**src/rtl/dmi_arbiter.sv**
```systemverilog
// Shares one DMI debug-module target between the JTAG DTM (M0) and the host debug bridge (M1).
// Single-slot request capture per initiator, round-robin grant, one outstanding target access, response timeout.
module dmi_arbiter #(
    parameter int ABITS          = 7,
    parameter int TIMEOUT_CYCLES = 255,
    parameter int TO_W           = 8
) (
    input  logic             tck,
    input  logic             trst_n,
    input  logic [ABITS-1:0] m0_addr,
    input  logic [31:0]      m0_wdata,
    input  logic [1:0]       m0_op,
    input  logic             m0_req,
    output logic [31:0]      m0_rdata,
    output logic [1:0]       m0_resp,
    output logic             m0_ack,
    output logic             m0_busy_err,
    input  logic             m0_err_clr,
    input  logic [ABITS-1:0] m1_addr,
    input  logic [31:0]      m1_wdata,
    input  logic [1:0]       m1_op,
    input  logic             m1_req,
    output logic [31:0]      m1_rdata,
    output logic [1:0]       m1_resp,
    output logic             m1_ack,
    output logic             m1_busy_err,
    input  logic             m1_err_clr,
    output logic [ABITS-1:0] s_addr,
    output logic [31:0]      s_wdata,
    output logic [1:0]       s_op,
    output logic             s_req,
    input  logic [31:0]      s_rdata,
    input  logic [1:0]       s_resp,
    input  logic             s_ack,
    output logic             owner,
    output logic             busy
);

    typedef enum logic [1:0] {IDLE = 2'd0, WAIT = 2'd1, RESP = 2'd2} state_t;
    localparam logic [TO_W-1:0] TO_LAST = TO_W'(TIMEOUT_CYCLES - 1);

    state_t           state;
    logic             pend0, pend1, last_grant;
    logic [ABITS-1:0] slot0_addr, slot1_addr;
    logic [31:0]      slot0_wdata, slot1_wdata;
    logic [1:0]       slot0_op, slot1_op;
    logic [TO_W-1:0]  cnt;

    logic             gnt_vld, gnt;
    logic [ABITS-1:0] g_addr;
    logic [31:0]      g_wdata;
    logic [1:0]       g_op;
    logic             fin, fin_who;
    logic [31:0]      fin_rdata;
    logic [1:0]       fin_resp;

    function automatic logic needs_target(input logic [1:0] op);
        return (op == 2'b01) || (op == 2'b10);
    endfunction

    // nop completes locally as ok, the reserved op completes locally as failed
    function automatic logic [1:0] local_resp(input logic [1:0] op);
        return (op == 2'b11) ? 2'b10 : 2'b00;
    endfunction

    // Slot payloads are qualified by pendN, so they carry no reset.
    always_ff @(posedge tck) begin
        if (m0_req && !pend0) begin
            slot0_addr  <= m0_addr;
            slot0_wdata <= m0_wdata;
            slot0_op    <= m0_op;
        end
        if (m1_req && !pend1) begin
            slot1_addr  <= m1_addr;
            slot1_wdata <= m1_wdata;
            slot1_op    <= m1_op;
        end
    end

    always_comb begin
        gnt_vld = pend0 | pend1;
        gnt     = 1'b0;
        if (pend0 && pend1) gnt = ~last_grant;
        else if (pend1)     gnt = 1'b1;
    end

    assign g_addr  = gnt ? slot1_addr  : slot0_addr;
    assign g_wdata = gnt ? slot1_wdata : slot0_wdata;
    assign g_op    = gnt ? slot1_op    : slot0_op;

    // An ack in the last WAIT cycle beats the timeout.
    always_comb begin
        fin       = 1'b0;
        fin_who   = owner;
        fin_rdata = '0;
        fin_resp  = 2'b00;
        case (state)
            IDLE: if (gnt_vld && !needs_target(g_op)) begin
                fin      = 1'b1;
                fin_who  = gnt;
                fin_resp = local_resp(g_op);
            end
            WAIT: if (s_ack) begin
                fin       = 1'b1;
                fin_rdata = s_rdata;
                fin_resp  = s_resp;
            end else if (cnt == TO_LAST) begin
                fin      = 1'b1;
                fin_resp = 2'b10;
            end
            default: ;
        endcase
    end

    always_ff @(posedge tck or negedge trst_n) begin
        if (!trst_n) begin
            state       <= IDLE;
            pend0       <= 1'b0;
            pend1       <= 1'b0;
            last_grant  <= 1'b1;
            owner       <= 1'b0;
            cnt         <= '0;
            s_addr      <= '0;
            s_wdata     <= '0;
            s_op        <= 2'b00;
            s_req       <= 1'b0;
            m0_rdata    <= '0;
            m0_resp     <= 2'b00;
            m0_ack      <= 1'b0;
            m0_busy_err <= 1'b0;
            m1_rdata    <= '0;
            m1_resp     <= 2'b00;
            m1_ack      <= 1'b0;
            m1_busy_err <= 1'b0;
        end else begin
            m0_ack <= 1'b0;
            m1_ack <= 1'b0;
            s_req  <= 1'b0;

            if (m0_req && pend0)   m0_busy_err <= 1'b1;
            else if (m0_err_clr)   m0_busy_err <= 1'b0;
            if (m1_req && pend1)   m1_busy_err <= 1'b1;
            else if (m1_err_clr)   m1_busy_err <= 1'b0;

            if (m0_req && !pend0)                  pend0 <= 1'b1;
            else if (state == RESP && !owner)      pend0 <= 1'b0;
            if (m1_req && !pend1)                  pend1 <= 1'b1;
            else if (state == RESP && owner)       pend1 <= 1'b0;

            case (state)
                IDLE: if (gnt_vld) begin
                    owner      <= gnt;
                    last_grant <= gnt;
                    if (needs_target(g_op)) begin
                        s_addr  <= g_addr;
                        s_wdata <= g_wdata;
                        s_op    <= g_op;
                        s_req   <= 1'b1;
                        cnt     <= '0;
                        state   <= WAIT;
                    end else begin
                        state <= RESP;
                    end
                end
                WAIT: begin
                    if (fin) state <= RESP;
                    else     cnt   <= cnt + 1'b1;
                end
                RESP:    state <= IDLE;
                default: state <= IDLE;
            endcase

            if (fin) begin
                if (fin_who) begin
                    m1_ack   <= 1'b1;
                    m1_rdata <= fin_rdata;
                    m1_resp  <= fin_resp;
                end else begin
                    m0_ack   <= 1'b1;
                    m0_rdata <= fin_rdata;
                    m0_resp  <= fin_resp;
                end
            end
        end
    end

    assign busy = (state != IDLE);

endmodule
```
**config.mk**
```make
export PLATFORM = sky130hd
export DESIGN_NAME = dmi_arbiter
export DESIGN_NICKNAME = d
export VERILOG_FILES = /design/src/rtl/dmi_arbiter.sv
export SDC_FILE = /design/constraint.sdc
export NUM_CORES = 1
export LEC_CHECK = 0
export ABC_AREA = 0
export CAP_MARGIN = 20
export CORE_ASPECT_RATIO = 1.75
export CORE_MARGIN = 2
export CORE_UTILIZATION = 45
export CTS_CLUSTER_DIAMETER = 30
export DETAILED_ROUTE_END_ITERATION = 6
export MAX_ROUTING_LAYER = met4
export PLACE_DENSITY = 0.86
export SYNTH_ARGS = -nofsm -noshare
export SYNTH_HDL_FRONTEND = slang
export SYNTH_SLANG_ARGS = --single-unit
export TNS_END_PERCENT = 5
```
**constraint.sdc**
```tcl
create_clock -name tck -period 8.4 [get_ports tck]
set_clock_uncertainty 0.2 [all_clocks]
set_input_delay 1.26 -clock tck [delete_from_list [all_inputs] [get_ports tck]]
set_output_delay 1.26 -clock tck [all_outputs]
set_load 0.02 [all_outputs]
```
* After elaboration in Yosys (flattened, before gate mapping)
Index checks and enable logic that the tools add are counted.
** Storage, ports and cells
- Bits in registers :: 210
- Bits in latches :: 0
- Memory bits (writable) :: 0
- Memory bits (read-only) :: 0
- Output and inout bits :: 116
- Memories kept :: 0
** Operators by class
- $add $sub $neg :: 1
- Multipliers :: 0
- Divide/modulo/power cells :: 0
- Magnitude comparators :: 0
- Eq/ne operators :: 10
- Shift operators :: 0
- Mux-type cells :: 41
- Bitwise operators :: 3
- Reductions and logical operators :: 26
** Operators by type and width (count)
- $mux 32 :: 3
- $mux 8 :: 3
- $mux 1 :: 22
- $mux 2 :: 8
- $pmux 8 s2 :: 1
- $reduce_bool 2->1 :: 6
- $add 8x1->8 const B :: 1
- $eq 8x8->1 const B :: 1
- $logic_and 1x1->1 :: 8
- $ne 2x2->1 const B :: 4
- $pmux 2 s2 :: 2
- $reduce_and 2->1 :: 4
- $mux 7 :: 1
- $eq 2x2->1 const B :: 3
- $eq 2x1->1 const B :: 2
- $logic_not 1->1 :: 4
- $reduce_and 4->1 :: 1
- $reduce_and 3->1 :: 1
- $logic_not 2->1 :: 1
- $not 1->1 :: 2
- $pmux 1 s2 :: 1
- $logic_or 1x1->1 :: 1
- $or 1x1->1 :: 1

* Depth between registers and ports, before layout
- Word-level depth :: 11
- Mapped depth :: 13

* Worst setup path before layout
OpenSTA, ideal clock, no wires.
- Path kind :: input to register
- Start :: input port m0_req
- End :: register slot0_addr[0] (enable)
- Library setup time :: 0.445 ns
- Data arrival time :: 3.112 ns
- Required time :: 7.755 ns
- Slack :: 4.643 ns
- Stages on the path :: 1
- Buffers on the path :: 0
- Cell sequence :: nor2b_1
** On the way
- Cells in the longest elaborated chain, start to end :: 1
** Ends and longest elaborated chain
- start, declared :: RTL line 13 : input logic m0_req,
- $logic_and 1x1->1 :: RTL line 68 : if (m0_req && !pend0) begin
- end signal, assigned :: RTL line 69 : slot0_addr <= m0_addr;
- end, declared :: RTL line 44 : logic [ABITS-1:0] slot0_addr, slot1_addr;
Every way passes these cells.
A chain may end at the register's enable or synchronous reset.

* Worst setup path in the final report
- Start :: register pend1
- End :: register m1_rdata[24]
** On the way
- Cells in the longest elaborated chain, start to end :: 10
- Elaborated cells on any way between the ends :: 15
- Classes of those cells :: eq/ne (2); mux (7); bitwise (1); reduce/logical (5)
** Ends and longest elaborated chain
- start, declared :: RTL line 43 : logic pend0, pend1, last_grant;
- start signal, assigned :: RTL line 119 : pend1 <= 1'b0;
- start signal, assigned :: RTL line 147 : if (m1_req && !pend1) pend1 <= 1'b1;
- start signal, assigned :: RTL line 148 : else if (state == RESP && owner) pend1 <= 1'b0;
- $mux 1 or $logic_and 1x1->1 (tied branches) :: RTL line 84, 83
- $mux 1 (*) :: RTL line 83 : if (pend0 && pend1) gnt = ~last_grant;
- $mux 2 (*) :: RTL line 89 : assign g_op = gnt ? slot1_op : slot0_op;
- via g_op[0] :: RTL line 52 : logic [1:0] g_op;
- $eq 2x1->1 or $eq 2x2->1 (tied branches) :: RTL line 58 : return (op == 2'b01) || (op == 2'b10);
- $logic_or 1x1->1 (*) :: RTL line 58
- $logic_not 1->1 (*) :: RTL line 98 : IDLE: if (gnt_vld && !needs_target(g_op)) begin
- $logic_and 1x1->1 (*) :: RTL line 98
- $mux 1 :: RTL line 98
- $pmux 1 s2 or $mux 1 (tied branches) :: RTL line 97 : case (state)
- $reduce_and 2->1 (no source line) (*)
- end signal, assigned :: RTL line 176 : m1_rdata <= fin_rdata;
- end, declared :: RTL line 23 : output logic [31:0] m1_rdata,
Mark *: on every way through the listed nets, which the timed path passes. The rest lies on a longest branch.

==> out/metrics.yaml <==
run_status:
  status: "finished clean"
grt:
  gr-usage-met1_pct: 21.1
  grt-busiest-layer: "met2"
  antenna_found_initial: 0
  grt_pass1_wl_um: 28800
  globalRouteOverflowTotal: 0
  grt_use_met2_pct: 36.3
  grt_pass1_vias: 5555
  use_met3_pct: 3.86
  track_usage_pct: 19.8
  grt_start_max_net_pins: 89
clock_tree:
  clk-insertion-delay-late_ps: 520
  cts_root_buf: "clkbuf_16"
  post_cts_resized: 0
  htree_levels: 1
  cts_buffers: 29
  post_cts_buffers: 0
  cts_tree: "built"
  cts_hold_buf: 0
  cts_num_sinks: 210
  clk_pin_slew_ps: 50
  cts_buffer_depth: 3
hold_path:
  min_path_type: "register to register"
  min_delay_path_depth: 2
  min_from: "s_op[0]"
  min_to: "s_op[0]"
yosys:
  synth_nets: 668
  mappedNetlistArea_mm2: 0.00808
  synth.avg_cell_area_um2: 14.9
  ys_ff_latch: 210
  synth-warning-count: 0
  synth-seq-area-share_pct: 70.2
  synthCells: 542
  synth_top_area_share_pct: 39.3
  ys_types: 44
  async_flop_share_pct: 61.0
  synth_commonest_cells: "dfrtp_1 (127), edfxtp_1 (82), mux2_2 (64), nand2_1 (58), mux2i_1 (45)"
  synth_ff_type: "dfrtp_1"
  synth_edf_count: 82
  synth_top_cell_by_area: "dfrtp_1"
  synth.most_common_cell: "dfrtp_1"
  netlist_top_cells_area: "dfrtp_1 (39%), edfxtp_1 (30%), mux2_2 (8.9%)"
power_and_ir_drop:
  pwr-share-seq_pct: 35.0
  combPwrFrac_pct: 37.8
  p_clk_share_pct: 27.1
  internal_power_uw: 2850
  power.density_mw_per_mm2: 374
  p_leak_uw: 0.00489
  peakVddDrop_uv: 248
  swShare_pct: 34.7
  switching_power_uw: 1520
final_layout:
  syn2layout_area_growth_pct: 44.5
  num_antenna_cells: 0
  final_cell_area_mm2: 0.0117
  utilization_pct: 66.6
  drive_gt1_share_pct: 16.7
  nNetsFinal: 917
placement:
  gp_congestion: 0.804
  dp_worst_setup_slack_ps: 3750
  io_buffer_count: 238
  placed_area_mm2: 0.0107
  hpwl_um: 12500
sta:
  hold_viol: 0
  slew_headroom_pct: 20.2
  min_period_ps: 3950
  rsz0062_at_grt: "false"
  tightest_slew_ps: 1200
  fmax_mhz: 253
  tns_ps: 0
  worst_hold_slack_ps: 276
  setup_viol: 0
  finalCritPeriodShare_pct: 47.0
  finalMaxSlewViolations: 0
  setup_ws_ps: 4450
job:
  drv_cap: 0
setup_path:
  path_delay_family: "compound AO/OA/AOI/OAI gates"
  path_buf_inv: 0
  worstSetupEndpointType: "register"
  reg2reg_to: "m1_rdata[24]"
  critical_path_class: "register to register"
  max_stage_delay_ps: 990
  worstSetupStartpointType: "register"
  cp.arrival_ps: 4140
  cp.required_ps: 8590
  path_common_cell: "mux2_2"
  path_cells: "a21boi_4, mux2_2, ha_1, o21ba_2, a21oi_2, a22oi_4, mux2_2"
  crit_fanout: 35
  r2r_cells: 7
  timing.rr.start: "pend1"
  rrSetupSlack_ps: 4450
  slowest_stage: "a22oi_4"
floorplanning:
  die-height_um: 181
  design.core.area_mm2: 0.0175
  num_rows: 64
  initial_core_util_pct: 46.1
  die_area_mm2: 0.0191
  die_w_um: 105
  pin_count: 239
routing:
  drt-total-wl_um: 18300
  antenna_left: 0
  via_count: 5163
  drt-initial-drc-count: 151
  vias_per_cell: 4.95
  post-route-drc-count: 0
  firstDrtPassIters: 4
  routedWlPerCell_um: 17.5
layer usage:
metal	up-vias	share of wire, %
li1	2423	-
met1	2510	36
met2	194	55
met3	36	5.7
met4	0	2.5
met5	-	0
worst max path at each step:
stage | start | to | slack (ps) | depth (start not counted)
2_1_floorplan | m0_req | slot0_addr[0] | 4640 | 1
3_3_place_gp | s_ack | m1_rdata[25] | 3820 | 5
3_5_place_dp | s_ack | m1_rdata[14] | 3750 | 5
4_1_cts | s_ack | m1_rdata[24] | 4280 | 5
5_1_grt | pend1 | m1_rdata[25] | 4210 | 7
6_report | pend1 | m1_rdata[24] | 4450 | 7
per-stage QoR:
stage / instances / total power, uW
2_1_floorplan: 542 / 2530
3_3_place_gp: 990 / 3160
3_5_place_dp: 990 / 3210
4_1_cts: 1043 / 4420
5_1_grt: 1044 / 4610
6_report: 1044 / 4370
worst min-delay path, stage by stage (launching register included):
cell and delay [ps]:
dfrtp_1 340, nand2_1 50, nand2_1 60
power groups by stage:
stage	sequential, uW	combinational [uW]	clock [uW]
5_1_grt	1570	1780	1270
3_3_place_gp	1540	1620	0
2_1_floorplan	1770	767	0
4_1_cts	1530	1670	1220
3_5_place_dp	1550	1660	0
6_report	1530	1650	1190
final cells by class:
class / count / area, um^2
Fill cell: 1191 / 5860
Clock buffer: 30 / 729
Multi-Input combinational cell: 296 / 2260
Sequential cell: 210 / 5670
Clock inverter: 23 / 243
Inverter: 9 / 33.8
Tap cell: 231 / 289
Timing Repair Buffer: 245 / 2460
kinds of logic after synthesis:
| logic type | share of synthesized area (%) |
|---|---|
| xor+xnor | 0.217 |
| fa+ha+maj | 0.465 |
| buf+inv | 2.25 |
| compound gates | 4.76 |
| flops | 70.2 |
| mux | 15.1 |
| simple gates | 7.11 |
cell usage in the layout (no fill, tap or decap), drive strengths merged, types with 2 or more instances in the layout:
cell type,instances
a21boi,2
a21oi,3
a31oi,2
and2,33
buf,8
bufinv,2
clkbuf,30
clkdlybuf4s50,237
clkinv,12
clkinvlp,3
dfrtp,127
edfxtp,82
ha,3
inv,15
mux2,68
mux2i,45
nand2,58
nand3,6
nand4,2
nor2,5
nor2b,2
nor3,3
o21ai,46
or2,2
flip-flops by register name (all words and copies together), names as in the netlist, 2 cells and up:
register,count
m0_rdata,32
m1_rdata,32
s_wdata,32
slot0_wdata,32
slot1_wdata,32
cnt,8
s_addr,7
slot0_addr,7
slot1_addr,7
m0_resp,2
m1_resp,2
s_op,2
slot0_op,2
slot1_op,2
state,2
Note: power is estimated with default switching activity, not from simulation.
